[src/rtl/cpusnoop_fifo.sv]
// CPU write snoop for the Mac SE frame buffer. Queues 68000 writes that hit the
// active buffer and drains them into VRAM in the free pixel-sequence slots.
module cpusnoop_fifo #(
  parameter int          FIFO_DEPTH = 4,
  parameter int          LVL_W      = 3,
  parameter logic [13:0] BUF_OFFSET = 14'h1380,
  parameter int          LAST_SLOT  = 5
) (
  input  logic             pixClock,
  input  logic             nReset,
  input  logic [2:0]       seq,
  input  logic [22:0]      cpuAddr,
  input  logic [15:0]      cpuData,
  input  logic             ncpuAS,
  input  logic             ncpuUDS,
  input  logic             ncpuLDS,
  input  logic             cpuRnW,
  input  logic [2:0]       ramSize,
  input  logic             altBuf,
  output logic [14:0]      vramAddr,
  output logic [7:0]       vramDataOut,
  output logic             nvramWE,
  output logic [LVL_W-1:0] fifoLevel,
  output logic             overflow
);

  localparam int               PTR_W    = (FIFO_DEPTH > 1) ? $clog2(FIFO_DEPTH) : 1;
  localparam logic [LVL_W-1:0] FULL_LVL = LVL_W'(FIFO_DEPTH);
  localparam logic [2:0]       SLOT     = 3'(LAST_SLOT);

  typedef enum logic [1:0] {C_IDLE, C_ARM, C_WAIT} capState_t;
  typedef enum logic [1:0] {D_IDLE, D_LO, D_HI} drnState_t;

  capState_t capState, capNext;
  drnState_t drnState, drnNext;

  logic [13:0] entAddr [FIFO_DEPTH];
  logic        entHiV  [FIFO_DEPTH];
  logic        entLoV  [FIFO_DEPTH];
  logic [15:0] entData [FIFO_DEPTH];

  logic [PTR_W-1:0] wrPtr, rdPtr;
  logic [LVL_W-1:0] level;

  logic        bufHit, strobe, pushReq, popReq, pushOk, pushDrop, full, empty;
  logic [13:0] headAddr;
  logic        headHiV, headLoV;
  logic [15:0] headData;

  assign bufHit = (cpuAddr[22:21] == 2'b00) &&
                  (cpuAddr[20:18] == ramSize) &&
                  (cpuAddr[17:14] == (altBuf ? 4'hE : 4'hF));

  assign strobe = !ncpuUDS || !ncpuLDS;

  assign full      = (level == FULL_LVL);
  assign empty     = (level == '0);
  assign fifoLevel = level;

  assign headAddr = entAddr[rdPtr];
  assign headHiV  = entHiV[rdPtr];
  assign headLoV  = entLoV[rdPtr];
  assign headData = entData[rdPtr];

  // Capture FSM: one push per CPU bus cycle
  always_ff @(negedge pixClock or negedge nReset) begin
    if (!nReset) capState <= C_IDLE;
    else         capState <= capNext;
  end

  always_comb begin
    capNext = capState;
    case (capState)
      C_IDLE: if (!ncpuAS && bufHit && !cpuRnW) capNext = C_ARM;
      C_ARM: begin
        if (strobe)      capNext = C_WAIT;
        else if (ncpuAS) capNext = C_IDLE;
      end
      C_WAIT: if (ncpuUDS && ncpuLDS && ncpuAS) capNext = C_IDLE;
      default: capNext = C_IDLE;
    endcase
  end

  always_comb begin
    pushReq = (capState == C_ARM) && strobe;
  end

  // Drain FSM: lo byte first, one idle cycle between entries
  always_ff @(negedge pixClock or negedge nReset) begin
    if (!nReset) drnState <= D_IDLE;
    else         drnState <= drnNext;
  end

  always_comb begin
    drnNext = drnState;
    case (drnState)
      D_IDLE: begin
        if (!empty) begin
          if (headLoV && headHiV) begin
            if (seq < SLOT) drnNext = D_LO;
          end else if (seq <= SLOT) begin
            drnNext = headLoV ? D_LO : D_HI;
          end
        end
      end
      D_LO:    drnNext = headHiV ? D_HI : D_IDLE;
      D_HI:    drnNext = D_IDLE;
      default: drnNext = D_IDLE;
    endcase
  end

  always_comb begin
    popReq      = 1'b0;
    nvramWE     = 1'b1;
    vramDataOut = 8'h00;
    vramAddr    = empty ? 15'd0 : {headAddr, 1'b0};
    case (drnState)
      D_LO: begin
        nvramWE     = 1'b0;
        vramAddr    = {headAddr, 1'b0};
        vramDataOut = headData[7:0];
        popReq      = !headHiV;
      end
      D_HI: begin
        nvramWE     = 1'b0;
        vramAddr    = {headAddr, 1'b1};
        vramDataOut = headData[15:8];
        popReq      = 1'b1;
      end
      default: ;
    endcase
  end

  // FIFO bookkeeping; a pop on the same edge frees a slot for a push when full
  assign pushOk   = pushReq && (!full || popReq);
  assign pushDrop = pushReq && full && !popReq;

  always_ff @(negedge pixClock or negedge nReset) begin
    if (!nReset) begin
      wrPtr    <= '0;
      rdPtr    <= '0;
      level    <= '0;
      overflow <= 1'b0;
    end else begin
      if (pushOk) wrPtr <= wrPtr + 1'b1;
      if (popReq) rdPtr <= rdPtr + 1'b1;
      case ({pushOk, popReq})
        2'b10:   level <= level + 1'b1;
        2'b01:   level <= level - 1'b1;
        default: ;
      endcase
      if (pushDrop) overflow <= 1'b1;
    end
  end

  always_ff @(negedge pixClock) begin
    if (pushOk) begin
      entAddr[wrPtr] <= cpuAddr[13:0] - BUF_OFFSET;
      entHiV[wrPtr]  <= !ncpuUDS;
      entLoV[wrPtr]  <= !ncpuLDS;
      entData[wrPtr] <= cpuData;
    end
  end

endmodule
[config.mk]
export PLATFORM = sky130hd
export DESIGN_NAME = cpusnoop_fifo
export DESIGN_NICKNAME = d
export VERILOG_FILES = /design/src/rtl/cpusnoop_fifo.sv
export SDC_FILE = /design/constraint.sdc
export NUM_CORES = 1
export LEC_CHECK = 0
export CORE_AREA = 2 2 142 144
export CTS_CLUSTER_SIZE = 20
export DETAILED_ROUTE_END_ITERATION = 16
export DIE_AREA = 0 0 144 146
export PLACE_DENSITY = 0.54
export SETUP_SLACK_MARGIN = 0.3
export SLEW_MARGIN = 40
export SYNTH_ARGS = -nofsm -noshare
export SYNTH_HDL_FRONTEND = slang
export SYNTH_SLANG_ARGS = --single-unit
[constraint.sdc]
create_clock -name pixClock -period 4.6 [get_ports pixClock]
set_clock_uncertainty 0.15 [all_clocks]
set_input_delay 0.92 -clock pixClock [delete_from_list [all_inputs] [get_ports pixClock]]
set_output_delay 0.92 -clock pixClock [all_outputs]
set_load 0.005 [all_outputs]
==> results by group <==
Critical path
  – Crit Path Class: register to output port
  – Crit path max fanout: 5
  – CP required: around 3.5 ns
  – Critical Path Source Type: register
  – Worst R2R Start: rdPtr[0]$_DFFE_NN0P_
  – Critical path data arrival time: ~4.4 ns
  – Crit path launch: rdPtr[0]$_DFFE_NN0P_
  – Crit end category: output port

Timing
  – # setup viols final: 24
  – Slew Viols, Final: 0
  – Setup ws final: -0.8849 ns
  – Endpoints failing hold: 0
  – RSZ-0062 raised after global routing: true
  – Relative slew margins: between 70% and 80%
  – Worst-margin pin slew: about 0.32 ns
  – Hold WS: approximately 0.29 ns

Synth
  – #FFs+latches synth: 140
  – Yosys cell types: 43
  – Cells after Synth: around 310
  – Asr flop ratio synth: 8.571%
  – Primary FF master, synth: edfxtp_1
  – Sequential-to-total area share from yosys stat: a little under three quarters
  – Synth warn: 0
  – Area of the mapped netlist: 0.005769 mm²
  – EDFF count, synth: between 100 and 150
  – Post-synthesis area per instance: 18.73 µm²
  – Mapped Nets: 370

Clocking
  – Longest Clk Path Bufs: 2
  – Worst-Skew Late Latency: 0.45 ns
  – Root buf cell: clkbuf_16
  – Clock-pin slew on the worst setup and hold paths: around 0.050 ns
  – Clock sink count: 140
  – CTS buffer count: 17
  – CTS tree: yes
  – H-tree depth: 4

Place
  – GP Congestion: between 0.7 and 0.8
  – Input/output buffers: 79
  – Area after DPL: about 0.0075 mm²
  – DP Cell Count: 685
  – HPWL after DPL: approximately 8300 µm

Global routing
  – GRT overflow: 0
  – First-pass GRT wire length: 21,680 µm
  – Total GRT Usage: about 14%
  – Largest net degree at the start of global routing: 20
  – Number of global-route vias before repair: 4,450
  – Initial antenna violation count: 0

Drt
  – Wirelength per Cell: 15.35 µm
  – First-pass detailed-route iteration total: 4
  – DR vias/cell: ~4.4
  – Total routed wirelength: about 14,000 µm
  – Iter 0 DRT Violations: 179
  – Final ANT Viol Nets: 0
  – DRC: 0
  – Routed via count: 3,894

Worst hold path
  – Hold path start: capState[1]$_DFFE_NN0P_
  – Hold Crit Class: register to register

Finish
  – Most frequent cells in the layout: inv_1 (136), edfxtp_1 (128), clkdlybuf4s50_1 (46), buf_6 (42), buf_4 (34)
  – FILL cells: about 1,700
  – Final Cell Area: 0.009275 mm²
  – Antenna Cells: 0
  – # nets final: 674
  – Layout cell share with drive strength beyond 1: about two fifths
  – Fin util: about 48%
  – Commonest non-fill, non-tap cell in the layout: inv_1
  – Area growth syn-to-layout: 60.77%
  – Non-filler instance count after layout: between 800 and 900

Power
  – Power density over cell area: roughly 610 mW/mm²
  – Clock share of power: between 30% and 40%
  – Leak: about 3.9 nW
  – Sw frac: 32.77%
  – Flop pwr share: 26.1%
  – Worst vdd ir: between 0.0003 and 0.0004 V
  – Internal power: 3.776 mW
  – NetSw: between 1.5 and 2 mW
  – Gate power share: about two fifths

Floorplanning
  – DIE AREA: approximately 0.021 mm²
  – Chip height: approximately 150 µm
  – Rows: 51
  – Core Area: roughly 0.019 mm²
  – Top Ports: 80
  – Initial Utilization: between 20 and 30%
  – Die Wd: roughly 140 µm

Run status
  – Failing checks: negative setup slack
  – Outcome: finished, violations left

Job
  – Maximum capacitance violations: 0
## flip-flops by register name, indices dropped and copies added (netlist names), 2 cells and up
| name | cells |
|---|---|
| fifoLevel | 3 |
| drnState | 2 |
| wrPtr | 2 |
| entLoV | 4 |
| rdPtr | 2 |
| entData | 64 |
| capState | 2 |
| entAddr | 56 |
| entHiV | 4 |
## synth_stat cells, types with 2 or more instances
master    instances  area share, %
mux4_2           31             12
nand2b_1          2           0.22
a21oi_1           3           0.26
dfrtn_1          12            5.2
xor2_1            7            1.1
edfxtp_1        128             67
clkbuf_1          6           0.39
nor4_1            2           0.22
a21o_1            2           0.26
a21oi_2           3           0.46
nor2_1           14           0.91
nand3_1           2           0.17
xnor2_1           6           0.91
a211oi_1          3           0.39
and2_1            6           0.65
nand4b_1          2           0.30
nand2_1           8           0.52
nor3_1            3           0.26
buf_2             3           0.26
mux2i_1           3           0.52
inv_1            12           0.78
a22oi_1           8            1.0
nor2b_1          14            1.5
ha_1              9            2.0
## path summary, 6_finish.rpt
path	endpoint	slack [ns]	cells past startpoint
max in group asynchronous	wrPtr[1]$_DFFE_NN0P_	1.23	2
setup reg to reg	fifoLevel[2]$_DFFE_NN0P_	1.35	14
hold / removal	capState[0]$_DFFE_NN0P_	0.29	1
setup / recovery	vramDataOut[0]	-0.88	7
min in group asynchronous	overflow$_DFFE_NN0P_	2.87	2
hold reg to reg	capState[0]$_DFFE_NN0P_	0.29	1
## metal layers
metal	vias up	global-route usage, %	routed length [µm]
met4	0	7.059	178
met5	-	0	0
met2	87	22.62	7107
met1	1967	15.24	5654
met3	16	6.417	719
li1	1824	-	-
## metrics by stage
step	setup WS, ns	setup TNS [ns]	total power [mW]
floorplan	-0.1663	-3.374	2.576
global placement	-0.7521	-89.56	3.229
detailed placement	-0.7112	-93.37	3.231
CTS	-0.9173	-18.41	5.541
global route	-0.9833	-20.98	5.993
finish	-0.8849	-19.13	5.616
## worst max-delay path, stage by stage, from the launching register on
cell and delay [ns]:
dfrtn_1 0.50, buf_6 0.15, buf_16 0.10, buf_12 0.11
mux4_2 0.51, a22oi_2 0.16, nor2_1 0.06, buf_2 0.12
## cell families (layout without fill, tap and decap cells)
| group | count (synthesis) | in the layout | share of synthesized area, % |
|---|---|---|---|
| compound gates | 26 | 26 | 3.492 |
| fa+ha+maj | 10 | 10 | 2.299 |
| simple gates | 58 | 58 | 5.509 |
| flops | 140 | 140 | 71.83 |
| mux | 36 | 37 | 13.01 |
| xor+xnor | 13 | 13 | 1.974 |
| buf+inv | 25 | 341 | 1.887 |
## power groups by stage
stage / clock network, mW / registers, mW / logic, mW
2_1_floorplan: 0.166 / 1.48 / 0.929
3_3_place_gp: 0.166 / 1.48 / 1.59
3_5_place_dp: 0.166 / 1.48 / 1.58
4_1_cts: 1.89 / 1.47 / 2.19
5_1_grt: 2.03 / 1.47 / 2.49
6_report: 1.82 / 1.47 / 2.33
## area by class of cell
type                       count  area [µm²]  area share (%)
sequential                   140        4144           44.68
multi-input combinational    144        1842           19.86
timing repair buffer         169        1812           19.53
clock inverter               143       668.1           7.204
clock buffer                  17       425.4           4.587
tap                          265       331.6           3.575
inverter                      12       52.55          0.5666
## repair_timing
item                       in CTS  in global routing
setup buffers                  38                  5
gates resized for setup       185                 35
setup endpoints to repair     172                 81
hold buffers                    0                  0
pin swaps                      18                 20
cloned                          3                  0
Note: power is estimated with default switching activity, not from simulation.
